$ cat config.mk
export PLATFORM = sky130hd
export DESIGN_NAME = addsub_chunked_flat
export DESIGN_NICKNAME = d
export VERILOG_FILES = /design/src/rtl/addsub_chunked_if.sv /design/src/rtl/addsub_chunked.sv /design/src/flat_wrapper.sv
export SDC_FILE = /design/constraint.sdc
export NUM_CORES = 1
export LEC_CHECK = 0
export ABC_AREA = 1
export CORE_ASPECT_RATIO = 0.75
export CORE_MARGIN = 1
export CORE_UTILIZATION = 51
export DETAILED_ROUTE_END_ITERATION = 16
export PLACE_DENSITY_LB_ADDON = 0.05
export SLEW_MARGIN = 25
export SYNTH_ARGS = -nofsm -noshare
export SYNTH_HDL_FRONTEND = slang
export SYNTH_SLANG_ARGS = --single-unit
$ cat constraint.sdc
create_clock -name i_clk -period 2.38 [get_ports i_clk]
set_clock_uncertainty 0.1 [all_clocks]
set_input_delay 0.357 -clock i_clk [delete_from_list [all_inputs] [get_ports i_clk]]
set_output_delay 0.357 -clock i_clk [all_outputs]
set_load 0.03 [all_outputs]
$ cat src/rtl/addsub_chunked_if.sv
// addsub_chunked_if: request/result bundle for the chunked adder/subtractor.
//   start    : request strobe, honoured only while the unit is idle or done
//   sub      : 0 = a + b, 1 = a - b
//   a, b     : operands, sampled with an accepted start
//   busy     : high while an operation is being processed
//   done     : one-cycle pulse when new results are valid
//   sum      : result modulo 2^WIDTH
//   carry    : carry out of the MSB (subtract: 1 = no borrow)
//   overflow : two's-complement overflow
//   zero     : sum == 0
interface addsub_chunked_if #(
  parameter int WIDTH = 16
);
  logic             start;
  logic             sub;
  logic [WIDTH-1:0] a;
  logic [WIDTH-1:0] b;
  logic             busy;
  logic             done;
  logic [WIDTH-1:0] sum;
  logic             carry;
  logic             overflow;
  logic             zero;

  // Requester side.
  modport master (
    output start, sub, a, b,
    input  busy, done, sum, carry, overflow, zero
  );

  // Arithmetic unit side.
  modport slave (
    input  start, sub, a, b,
    output busy, done, sum, carry, overflow, zero
  );
endinterface

$ cat src/rtl/addsub_chunked.sv
// addsub_chunked: multi-cycle adder/subtractor processing CHUNK bits per clock.
//   i_clk   : clock, all state changes on the rising edge
//   i_reset : synchronous active-high reset, aborts any operation in flight
//   bus     : addsub_chunked_if slave (start/sub/a/b in, busy/done/sum/flags out)
// An accepted request takes N = WIDTH/CHUNK RUN cycles; results and the done
// pulse appear N cycles after the accepting edge. Result registers only change
// on the RUN->DONE transition, so they stay stable for downstream logic.
module addsub_chunked #(
  parameter int WIDTH = 16,
  parameter int CHUNK = 4
) (
  input  logic             i_clk,
  input  logic             i_reset,
  addsub_chunked_if.slave  bus
);

  localparam int N  = WIDTH / CHUNK;
  localparam int CW = (N > 1) ? $clog2(N) : 1;

  generate
    if ((WIDTH < 2) || (CHUNK < 1) || (CHUNK > WIDTH) || ((WIDTH % CHUNK) != 0)) begin : g_bad_params
      $error("addsub_chunked: illegal WIDTH/CHUNK combination");
    end
  endgenerate

  typedef enum logic [1:0] {
    IDLE = 2'd0,
    RUN  = 2'd1,
    DONE = 2'd2
  } state_t;

  state_t           state_r;
  logic [WIDTH-1:0] a_r;        // A, shifted right one chunk per RUN cycle
  logic [WIDTH-1:0] b_r;        // B' = B ^ {WIDTH{sub}}, shifted likewise
  logic [WIDTH-1:0] part_r;     // partial sum, filled from the top down
  logic             carry_r;    // inter-chunk carry, seeded with sub
  logic [CW-1:0]    cnt_r;
  logic             busy_r;
  logic             done_r;
  logic [WIDTH-1:0] sum_r;
  logic             res_carry_r;
  logic             ovf_r;
  logic             zero_r;

  logic [CHUNK:0]   chunk_s;    // {carry out, CHUNK-bit sum} of the current chunk
  logic [WIDTH-1:0] part_next_s;
  logic             last_s;
  logic             ovf_s;

  assign chunk_s = {1'b0, a_r[CHUNK-1:0]} + {1'b0, b_r[CHUNK-1:0]}
                 + {{CHUNK{1'b0}}, carry_r};

  // New chunk enters at the top; after N cycles chunk 0 has reached the LSBs.
  assign part_next_s = (part_r >> CHUNK)
                     | (WIDTH'(chunk_s[CHUNK-1:0]) << (WIDTH - CHUNK));

  assign last_s = (cnt_r == CW'(N - 1));

  // On the last chunk the bottom bits of a_r/b_r hold the operand MSBs.
  assign ovf_s = (a_r[CHUNK-1] == b_r[CHUNK-1]) && (chunk_s[CHUNK-1] != a_r[CHUNK-1]);

  // Control FSM, chunk datapath and registered result/flag outputs.
  always_ff @(posedge i_clk) begin
    if (i_reset) begin
      state_r     <= IDLE;
      a_r         <= '0;
      b_r         <= '0;
      part_r      <= '0;
      carry_r     <= 1'b0;
      cnt_r       <= '0;
      busy_r      <= 1'b0;
      done_r      <= 1'b0;
      sum_r       <= '0;
      res_carry_r <= 1'b0;
      ovf_r       <= 1'b0;
      zero_r      <= 1'b0;
    end else begin
      case (state_r)
        IDLE, DONE: begin
          done_r <= 1'b0;
          if (bus.start) begin
            a_r     <= bus.a;
            b_r     <= bus.b ^ {WIDTH{bus.sub}};
            carry_r <= bus.sub;
            cnt_r   <= '0;
            busy_r  <= 1'b1;
            state_r <= RUN;
          end else begin
            busy_r  <= 1'b0;
            state_r <= IDLE;
          end
        end
        RUN: begin
          a_r     <= a_r >> CHUNK;
          b_r     <= b_r >> CHUNK;
          part_r  <= part_next_s;
          carry_r <= chunk_s[CHUNK];
          cnt_r   <= cnt_r + CW'(1);
          if (last_s) begin
            sum_r       <= part_next_s;
            res_carry_r <= chunk_s[CHUNK];
            ovf_r       <= ovf_s;
            zero_r      <= (part_next_s == '0);
            busy_r      <= 1'b0;
            done_r      <= 1'b1;
            state_r     <= DONE;
          end else begin
            busy_r  <= 1'b1;
            done_r  <= 1'b0;
            state_r <= RUN;
          end
        end
        default: begin
          busy_r  <= 1'b0;
          done_r  <= 1'b0;
          state_r <= IDLE;
        end
      endcase
    end
  end

  assign bus.busy     = busy_r;
  assign bus.done     = done_r;
  assign bus.sum      = sum_r;
  assign bus.carry    = res_carry_r;
  assign bus.overflow = ovf_r;
  assign bus.zero     = zero_r;

endmodule

$ cat src/flat_wrapper.sv
// flat-port wrapper written by rule: the top's interface ports become plain ports
module addsub_chunked_flat 
#(
  parameter int WIDTH = 16,
  parameter int CHUNK = 4
)
  (i_clk, i_reset, bus_start, bus_sub, bus_a, bus_b, bus_busy, bus_done, bus_sum, bus_carry, bus_overflow, bus_zero);
  addsub_chunked_if #(.WIDTH(WIDTH)) bus_i ();
  input  logic i_clk;
  input  logic i_reset;
  input wire logic [$bits(bus_i.start)-1:0] bus_start;
  input wire logic [$bits(bus_i.sub)-1:0] bus_sub;
  input wire logic [$bits(bus_i.a)-1:0] bus_a;
  input wire logic [$bits(bus_i.b)-1:0] bus_b;
  output wire logic [$bits(bus_i.busy)-1:0] bus_busy;
  output wire logic [$bits(bus_i.done)-1:0] bus_done;
  output wire logic [$bits(bus_i.sum)-1:0] bus_sum;
  output wire logic [$bits(bus_i.carry)-1:0] bus_carry;
  output wire logic [$bits(bus_i.overflow)-1:0] bus_overflow;
  output wire logic [$bits(bus_i.zero)-1:0] bus_zero;
  assign bus_i.start = bus_start;
  assign bus_i.sub = bus_sub;
  assign bus_i.a = bus_a;
  assign bus_i.b = bus_b;
  assign bus_busy = bus_i.busy;
  assign bus_done = bus_i.done;
  assign bus_sum = bus_i.sum;
  assign bus_carry = bus_i.carry;
  assign bus_overflow = bus_i.overflow;
  assign bus_zero = bus_i.zero;
  addsub_chunked #(.WIDTH(WIDTH), .CHUNK(CHUNK)) u_core (.i_clk(i_clk), .i_reset(i_reset), .bus(bus_i));
endmodule
==> metrics.csv, run 1 <==
stage,metric,value,unit
outcome,status,finished clean,
power_and_ir_drop,Clk pwr share,0.335,
timing,Max Clock Freq,499.1,MHz
grt,largest net degree at the start of global routing,38,
cells_and_area,"commonest non-fill, non-tap cell in the layout",nand2_1,
floorplanning,core area,0.005497,mm2
clock_tree,hold buffer count at CTS,0,
timing,final setup margin,0.3764,ns
worst_setup_path,WS Path Type,reg -> reg,
floorplanning,die height,68.19,um
clock_tree,Clock Path Buffers,2,
synthesis,#FFs+latches synth,69,
grt,total grt overflow,0,
synthesis,top-area cell type share of the netlist area,0.4637,
routing,DR vias,2585,
worst_setup_path,WP data required,2.56,ns
clock_tree,H-tree depth,3,
synthesis,warnings from Yosys,0,
timing,RSZ-0062 raised after global routing,false,
power_and_ir_drop,internal power,1.758,mW
cells_and_area,Nets,484,
timing,Max Slew Vio Count,0,
placed_design,placed insts,506,
synthesis,number of distinct library cells after synthesis,33,
synthesis,largest cells by area after synthesis,"dfxtp_1 46%, nand2_1 14%, o21ai_0 5.5%",
cells_and_area,Final Non-Filler Cells,521,
timing,final hold vios,0,
clock_tree,CTS tree,done,
floorplanning,row cnt,23,
synthesis,Mapped Nets,436,
synthesis,"area leader, netlist",dfxtp_1,
clock_tree,Post-CTS Setup Bufs,0,
placed_design,GP Congestion,0.7940,
routing,DR iter-0 viols,142,
clock_tree,CTS Buf Count,9,
routing,final wirelength,6398,um
synthesis,"Async S/R FF share, synth",0,
cells_and_area,cell area after layout,0.003681,mm2
placed_design,Port Buf Inserts,56,
timing,Min Hold Slack,0.3663,ns
floorplanning,I/O pin count,57,
worst_hold_path,Worst Hold Class,reg -> reg,
grt,Tot GR Track Use,0.2221,
power_and_ir_drop,total power,2.413,mW
synthesis,Main synth FF type,dfxtp_1,
cells_and_area,most frequent cells in the layout,"114 x nand2_1, 69 x dfxtp_1, 56 x clkdlybuf4s50_1",
clock_tree,clock-pin transition on the worst setup and hold timing paths,0.07,ns
floorplanning,Die Width,90.25,um
clock_tree,Worst-Skew Late Latency,0.34,ns
routing,TritonRoute pass-1 iters,4,
routing,Routed Antenna Nets,0,
power_and_ir_drop,sw power,655.6,uW
cells_and_area,Layout area overhead,23.56,%
clock_tree,PostCTS Resize Cnt,0,
floorplanning,starting density of the core,0.5420,
timing,worst-margin pin slew,0.5940,ns
power_and_ir_drop,Switching Fraction,0.2717,
placed_design,hpwl dp,4267,um
flow_run,Max Cap Viol,0,
routing,DR WL/cell,12.28,um
cells_and_area,diodes inserted,0,
power_and_ir_drop,Seq pwr share,0.523,
timing,fin crit share,0.8419,
routing,DRC,0,
power_and_ir_drop,P per Cell Area,655.6,mW/mm2
grt,first-pass GRT wire length,10580,um
cells_and_area,layout cells sized above 1,0.06726,
power_and_ir_drop,Comb power frac,0.142,
power_and_ir_drop,Max IR drop VDD,0.3406,mV
timing,Period minus WS final,2.004,ns
synthesis,Mapped Cells,394,
clock_tree,clock sink count,69,
routing,vias per inst,4.962,
synthesis,sequential share of the synthesized area,0.4637,
timing,relative slew slack,0.6034,
cells_and_area,Layout Utilization,0.6697,
placed_design,Placed Area,0.003516,mm2
placed_design,pre-CTS WS,0.3688,ns
clock_tree,clk root buf,clkbuf_8,
timing,final number of setup-violating endpoints,0,
power_and_ir_drop,Leak,1.541,nW
synthesis,number of synthesized flops with an enable pin,0,
synthesis,Avg Inst Size Synth,7.561,um2
worst_setup_path,CP max FO,3,
grt,antenna violations before repair,0,
worst_setup_path,crit end category,register,
worst_setup_path,startpoint types,register,
worst_setup_path,Arrival @ worst endpoint,2.19,ns
timing,setup TNS,0,ns
grt,number of global-route vias before repair,2237,
floorplanning,Die ar.,0.006154,mm2
synthesis,Synth Cell Area,0.002979,mm2
-- layout make-up --
cell class | count | area (um2)
Tap cell | 75 | 93.84
Sequential cell | 69 | 1381
Clock buffer | 10 | 137.6
Fill cell | 466 | 1815
Multi-Input combinational cell | 268 | 1324
Clock inverter | 5 | 27.53
Timing Repair Buffer | 59 | 583.1
Inverter | 35 | 133.9
-- Yosys cell counts, types with 2 or more instances --
master,instances
or2_2,2
fa_1,2
inv_1,31
nand3_1,18
buf_4,4
buf_6,3
nor2_1,30
xnor2_1,6
ha_1,4
clkbuf_1,5
o221ai_1,4
dfxtp_1,69
buf_2,7
a31oi_1,13
a21oi_1,28
nand2_2,2
xor2_1,2
inv_2,3
nand2_1,114
buf_1,2
o21ai_0,33
-- metal layers --
layer / global-route usage / wire [um]
met4: 0.05444 / 50
met3: 0.07000 / 322
met2: 0.3349 / 2649
met1: 0.3102 / 3376
met5: 0 / 0
-- worst max-delay path, cell delays in order (launching register included) --
cell and delay [ns]:
dfxtp_1 0.33, fa_1 0.47, fa_1 0.53, nor2_1 0.13, nand2_1 0.06, nor2_1 0.08, nand3_1 0.07, nor2_1 0.09
nor2_1 0.04, nor2_1 0.06
-- sequential cells by signal, summed over array words and instances (netlist names) --
register	count
u_core.a_r	16
u_core.state_r	2
u_core.cnt_r	2
u_core.bus.sum	16
u_core.b_r	16
u_core.bus.zero	1
u_core.bus.done	1
u_core.bus.carry	1
u_core.carry_r	1
u_core.part_r	12
u_core.bus.overflow	1
-- power groups by stage --
stage / Clock [mW] / Combinational [mW] / Sequential, mW
2_1_floorplan: 0 / 0.245 / 1.28
3_3_place_gp: 0 / 0.335 / 1.29
3_5_place_dp: 0 / 0.342 / 1.29
4_1_cts: 0.829 / 0.345 / 1.26
5_1_grt: 0.880 / 0.390 / 1.27
6_report: 0.808 / 0.344 / 1.26
-- kinds of logic (layout without fill, tap and decap cells) --
family,count (synthesis),count (layout),share of synthesized area
simple gates,170,170,0.2335
flops,69,69,0.4637
buf+inv,57,109,0.09198
compound gates,84,84,0.1571
xor+xnor,8,8,0.02352
fa+ha+maj,6,6,0.03024
-- final timing paths --
check / startpoint / end / slack (ns) / cells past startpoint
setup reg to reg: u_core.carry_r / u_core.bus.zero / 0.38 / 9
hold / removal: u_core.b_r[15] / u_core.b_r[15] / 0.37 / 2
setup / recovery: u_core.carry_r / u_core.bus.zero / 0.38 / 9
hold reg to reg: u_core.b_r[15] / u_core.b_r[15] / 0.37 / 2
Power figures use the tool's default switching activity.
==> run 2: changes to the inputs <==
Settings changed: CORE_UTILIZATION 51 to 46.
Clock period 2.38 ns to 1.8 ns, I/O delays scaled along.
==> run 2 against run 1 <==
  * The flow now finishes with violations (negative setup slack)
  * Sequential cell count is the same
  * Critical path depth did not move
  * Hold slack got worse by 0.0064 ns
  * Design area up 5.2%
  * Non-clock buffer count is 15 higher
  * Global-route usage decreased by 0.71 points
  * Count of clock-buffer cells in the layout increased by 3
  * Sequential share of layout area down 1.8 points
  * Critical path type unchanged
  * Largest cell class unchanged
==> metrics.csv, run 2 (synthesis gave the netlist of run 1 again) <==
stage,metric,value,unit,change
placed_design,Port Buf Inserts,56,,unchanged
cells_and_area,diodes inserted,0,,unchanged
power_and_ir_drop,Leak,1.660,nW,+7.8%
routing,DR iter-0 viols,108,,-24%
timing,final hold vios,0,,unchanged
power_and_ir_drop,total power,3.379,mW,+40%
floorplanning,I/O pin count,57,,unchanged
worst_hold_path,hold path start,u_core.a_r[14],,
routing,DR vias,2647,,+2.4%
routing,routed length on met2,2694,um,+1.7%
grt,Tot GR Track Use,0.2150,,-0.007089
placed_design,hpwl dp,4632,um,+8.6%
grt,antenna violations before repair,0,,unchanged
clock_tree,clk root buf,clkbuf_8,,
cells_and_area,storage element area,0.001383,mm2,about the same
outcome,failing checks,negative setup slack,,
placed_design,Placed Area,0.003672,mm2,+4.4%
routing,DRC,0,,unchanged
power_and_ir_drop,P per Cell Area,872.3,mW/mm2,+33%
floorplanning,row cnt,24,,+4.3%
timing,worst-margin pin slew,0.3135,ns,-0.2805 ns
timing,Min Hold Slack,0.3599,ns,-0.006407 ns
clock_tree,CTS Buf Count,9,,unchanged
cells_and_area,fillers,570,,+22%
outcome,status,finished with violations,,
cells_and_area,Layout area overhead,30.03,%,
routing,vias per inst,4.902,,-1.2%
worst_hold_path,Worst Hold Class,reg -> reg,,
routing,Top Metal Used,met4,,
worst_setup_path,WP data required,1.98,ns,-0.58 ns
cells_and_area,cell area after layout,0.003874,mm2,+5.2%
timing,setup TNS,-0.04992,ns,-0.04992 ns
routing,WL met1,3504,um,+3.8%
routing,Routed Antenna Nets,0,,unchanged
power_and_ir_drop,Max IR drop VDD,0.4478,mV,+31%
routing,Met3 Wirelength,368,um,+14%
floorplanning,Die Width,94.93,um,+5.2%
cells_and_area,Nets,499,,+3.1%
timing,Max Clock Freq,540.6,MHz,+8.3%
clock_tree,Post-CTS Setup Bufs,0,,unchanged
floorplanning,Die ar.,0.006806,mm2,+11%
worst_setup_path,reg2reg setup slack,-0.05,ns,-0.43 ns
routing,DR WL/cell,12.25,um,-0.25%
routing,final wirelength,6615,um,+3.4%
floorplanning,core area,0.006036,mm2,+9.8%
clock_tree,Clock Path Buffers,2,,unchanged
cells_and_area,area of the multi-input gates,0.001329,mm2,+0.38%
worst_hold_path,Hold EP,u_core.a_r[14],,
flow_run,Max Cap Viol,0,,unchanged
timing,final number of setup-violating endpoints,1,,+1
clock_tree,clock-pin transition on the worst setup and hold timing paths,0.07,ns,about the same
timing,fin crit share,1.028,,+0.1859
cells_and_area,layout cells sized above 1,0.1061,,+0.03880
worst_setup_path,startpoint types,register,,
timing,relative slew slack,0.7904,,+0.1869
floorplanning,die height,71.70,um,+5.1%
timing,final setup margin,-0.04992,ns,-0.4263 ns
grt,first-pass GRT wire length,11160,um,+5.5%
clock_tree,H-tree depth,3,,unchanged
grt,largest net degree at the start of global routing,26,,-32%
worst_setup_path,Arrival @ worst endpoint,2.03,ns,-0.16 ns
worst_setup_path,WS Path Type,reg -> reg,,
clock_tree,clock sink count,69,,unchanged
worst_setup_path,r2r endpoint,u_core.bus.zero,,
cells_and_area,"commonest non-fill, non-tap cell in the layout",nand2_1,,
timing,RSZ-0062 raised after global routing,true,,
clock_tree,Worst-Skew Late Latency,0.34,ns,about the same
placed_design,pre-CTS WS,-0.08583,ns,-0.4547 ns
cells_and_area,most frequent cells in the layout,"114 x nand2_1, 68 x dfxtp_1, 54 x clkdlybuf4s50_1",,
timing,Period minus WS final,1.850,ns,-0.1537 ns
worst_setup_path,crit end category,register,,
timing,Max Slew Vio Count,0,,unchanged
routing,TritonRoute pass-1 iters,4,,unchanged
clock_tree,hold buffer count at CTS,0,,unchanged
worst_setup_path,RR Startpoint,u_core.carry_r,,
grt,total grt overflow,0,,unchanged
worst_setup_path,R2R depth,9,,unchanged
worst_hold_path,Hold Path Depth,2,,unchanged
worst_setup_path,Setup crit start,u_core.carry_r,,
placed_design,GP Congestion,0.7697,,-3.1%
clock_tree,CTS tree,done,,
grt,number of global-route vias before repair,2406,,+7.6%
worst_setup_path,CP max FO,2,,-1
floorplanning,starting density of the core,0.4936,,-0.04842
run 2: cell count changes in the layout (fill, tap and decap cells not counted), moves of 2 or more:
cell,previous run,this run
fa_1,2,0
buf_4,3,15
clkinv_2,4,2
fa_2,0,2
buf_12,0,3
clkbuf_8,10,13
clkdlybuf4s50_1,56,54
run 2: repair_timing:
action / CTS / global route
pin swaps: 0 / 1
gates resized for setup: 2 / 2
setup endpoints to repair: 2 / 6
hold endpoints to repair: 0 / 0
run 2: metrics by stage:
step,cells,util
final,540,0.6418
after global routing,540,0.6418
after CTS,540,0.6410
after detailed placement,524,0.6084
after global placement,524,0.6084
after floorplan,394,-
run 2: how the worst max path moves through the flow:
stage,to,cells after the start
global route,u_core.bus.zero,9
finish,u_core.bus.zero,9
detailed placement,u_core.bus.zero,9
global placement,u_core.bus.zero,9
CTS,u_core.bus.zero,9
floorplan,u_core.bus.zero,9
run 2: metal layers:
metal | vias up | global-route usage
met5 | - | 0
met4 | 0 | 0.07576
met3 | 4 | 0.05096
met2 | 77 | 0.2966
met1 | 1167 | 0.3234
li1 | 1399 | -
run 2: layout make-up:
cell class,count,area share
multi-input cells,268,0.3430
flip-flops and latches,69,0.3569
repair buffers,74,0.1896
well taps,78,0.02519
clock inverters,3,0.004522
inverters,35,0.03456
clock buffers,13,0.04619
run 2: report_power, final:
part	internal [mW]	switching (mW)	leakage, nW
combinational	0.240	0.272	0.995
sequential	1.61	0.0585	0.564
clock	0.646	0.552	0.101
run 2: critical path, stage by stage, from the launching register on:
cell     delay [ns]
dfxtp_2        0.33
fa_2           0.40
fa_2           0.42
nor2_1         0.11
nand2_1        0.06
nor2_1         0.08
nand3_1        0.07
nor2_1         0.10
nor2_1         0.05
nor2_1         0.07
==> run 3: changes to the inputs <==
Settings changed: CORE_MARGIN 1 to 5, HOLD_SLACK_MARGIN set to 0.12.
==> run 3 against run 2 <==
  * The flow still finishes with violations (negative setup slack)
  * Sequential share of layout area down 0.17 points
  * Total power is 0.83% higher
  * Via count unchanged
  * Count of clock-buffer cells in the layout is 4 lower
  * Sequential power about the same
  * Hold slack gained 0.0031 ns
  * Global-route usage shrank 2.8 points
  * Fmax grew 0.66%
  * Routed wire length grew 4.7%
  * Sequential cell count did not move
  * Critical endpoint unchanged
  * Highest routed layer unchanged
==> metrics.csv, run 3 (synthesis gave the netlist of run 1 again) <==
stage,metric,value,unit,change
outcome,status,finished with violations,,
outcome,failing checks,negative setup slack,,
flow_run,Max Cap Viol,0,,unchanged
floorplanning,Die Width,102.9,um,+8.4%
cells_and_area,"commonest non-fill, non-tap cell in the layout",nand2_1,,
cells_and_area,diodes inserted,0,,unchanged
timing,worst-margin pin slew,0.3252,ns,+0.01178 ns
clock_tree,Worst-Skew Late Latency,0.34,ns,about the same
clock_tree,Clock Path Buffers,2,,unchanged
worst_setup_path,"most used cell, CP",nor2_1,,
placed_design,Port Buf Inserts,56,,unchanged
power_and_ir_drop,internal power,2.483,mW,-0.59%
routing,DRC,0,,unchanged
placed_design,GP Congestion,0.8018,,+4.2%
worst_setup_path,critical path buffer and inverter count,0,,unchanged
clock_tree,CTS tree,done,,
worst_setup_path,Top delay family on crit path,adder cells,,
grt,total grt overflow,0,,unchanged
worst_setup_path,CP max FO,2,,unchanged
clock_tree,clock sink count,69,,unchanged
placed_design,placed insts,525,,+0.19%
grt,number of global-route vias before repair,2612,,+8.6%
power_and_ir_drop,Switching Fraction,0.2713,,+0.01036
floorplanning,die height,79.70,um,+11%
clock_tree,H-tree depth,3,,unchanged
power_and_ir_drop,Max IR drop VDD,0.4869,mV,+8.7%
worst_setup_path,startpoint types,register,,
timing,Period minus WS final,1.838,ns,-0.01206 ns
power_and_ir_drop,total power,3.407,mW,+0.83%
worst_setup_path,Arrival @ worst endpoint,1.98,ns,-0.05 ns
clock_tree,CTS Buf Count,9,,unchanged
floorplanning,row cnt,25,,+4.2%
power_and_ir_drop,Comb power frac,0.151,,about the same
routing,vias per inst,4.884,,-0.37%
power_and_ir_drop,Leak,1.687,nW,+1.6%
worst_setup_path,highest-delay cell along the critical path,fa_2,,
cells_and_area,layout cells sized above 1,0.1106,,+0.004568
grt,Tot GR Track Use,0.1870,,-0.02801
cells_and_area,most frequent cells in the layout,"113 x nand2_1, 67 x dfxtp_1, 52 x clkdlybuf4s50_1",,
power_and_ir_drop,Seq pwr share,0.490,,-0.004
clock_tree,clk root buf,clkbuf_8,,
timing,final hold vios,0,,unchanged
floorplanning,starting density of the core,0.4738,,-0.01974
timing,Max Clock Freq,544.1,MHz,+0.66%
clock_tree,hold buffer count at CTS,0,,unchanged
routing,DR iter-0 viols,139,,+29%
floorplanning,Die ar.,0.008203,mm2,+21%
timing,relative slew slack,0.7825,,-0.007877
power_and_ir_drop,Clk pwr share,0.359,,+0.005
clock_tree,clock-pin transition on the worst setup and hold timing paths,0.07,ns,about the same
worst_setup_path,CP max stage delay,0.54,ns,+0.12 ns
timing,fin crit share,1.021,,-0.006701
cells_and_area,Layout area overhead,30.79,%,
timing,final setup margin,-0.03786,ns,+0.01206 ns
routing,TritonRoute pass-1 iters,4,,unchanged
routing,Routed Antenna Nets,0,,unchanged
timing,RSZ-0062 raised after global routing,true,,
worst_setup_path,WS Path Type,reg -> reg,,
worst_setup_path,crit end category,register,,
grt,first-pass GRT wire length,12070,um,+8.1%
floorplanning,I/O pin count,57,,unchanged
worst_hold_path,Worst Hold Class,reg -> reg,,
power_and_ir_drop,P per Cell Area,874.4,mW/mm2,+0.24%
placed_design,hpwl dp,4838,um,+4.4%
cells_and_area,Final Non-Filler Cells,542,,+0.37%
cells_and_area,Nets,498,,-0.20%
cells_and_area,Layout Utilization,0.6197,,-0.02209
floorplanning,core area,0.006287,mm2,+4.2%
timing,Max Slew Vio Count,0,,unchanged
grt,largest net degree at the start of global routing,33,,+27%
routing,final wirelength,6924,um,+4.7%
worst_setup_path,CP cell instances,"fa_2, fa_2, nor2_1, nand2_1, nor2_1, nand3_1, nor2_1, nor2_1, nor2_1",,
routing,DR vias,2647,,unchanged
grt,antenna violations before repair,0,,unchanged
worst_setup_path,WP data required,1.94,ns,-0.04 ns
routing,DR WL/cell,12.77,um,+4.3%
timing,final number of setup-violating endpoints,1,,unchanged
power_and_ir_drop,sw power,924.4,uW,+4.8%
run 3: timing repair:
item | CTS | global route
pin swaps | 1 | 3
setup buffers | 0 | 1
resized for setup | 4 | 5
gates cloned | 0 | 0
endpoints found under the setup margin | 3 | 4
run 3: layout make-up:
type                    count  area, um2
multi-input cells         268       1334
repair buffers             73      753.2
clock inverters             7      66.31
flip-flops and latches     69       1384
fillers                   593       2391
clock buffers               9      123.9
well taps                  81      101.3
inverters                  35      133.9
run 3: layer usage:
layer | track usage | routed length (um) | vias up
met5 | 0 | 0 | -
met1 | 0.2673 | 3501 | 1166
met2 | 0.2657 | 2809 | 75
met4 | 0.05563 | 52 | 0
li1 | - | - | 1400
met3 | 0.06201 | 561 | 6
run 3: worst register-to-register path: cells and delay by family, from the launching register on:
kind / cells / cell delay, ns
adders and majority gates: 2 / 0.94
DFF: 1 / 0.34
and+or+nand+nor: 7 / 0.37
run 3: worst paths after layout:
check | from | end | slack (ns) | depth (start not counted)
max | u_core.carry_r | u_core.bus.zero | -0.04 | 9
min | u_core.a_r[15] | u_core.a_r[15] | 0.36 | 2
max reg2reg | u_core.carry_r | u_core.bus.zero | -0.04 | 9
min reg2reg | u_core.a_r[15] | u_core.a_r[15] | 0.36 | 2
run 3: power groups by stage:
| stage | clock network, mW | logic, mW | registers (mW) |
|---|---|---|---|
| 3_3_place_gp | 0 | 0.505 | 1.70 |
| 5_1_grt | 1.33 | 0.579 | 1.68 |
| 4_1_cts | 1.25 | 0.514 | 1.67 |
| 6_report | 1.22 | 0.515 | 1.67 |
| 3_5_place_dp | 0 | 0.510 | 1.70 |
| 2_1_floorplan | 0 | 0.324 | 1.69 |
run 3: per-stage QoR:
stage	setup TNS [ns]	hold WS (ns)	area [um2]	worst slack, ns
CTS	-0.03044	0.3650	3877	-0.03044
finish	-0.03786	0.3630	3896	-0.03786
detailed placement	-0.06685	0.3549	3686	-0.06685
floorplan	0	0.3174	2982	0.005205
global route	-0.1527	0.3785	3896	-0.1527
global placement	-0.02205	0.3500	3686	-0.02205
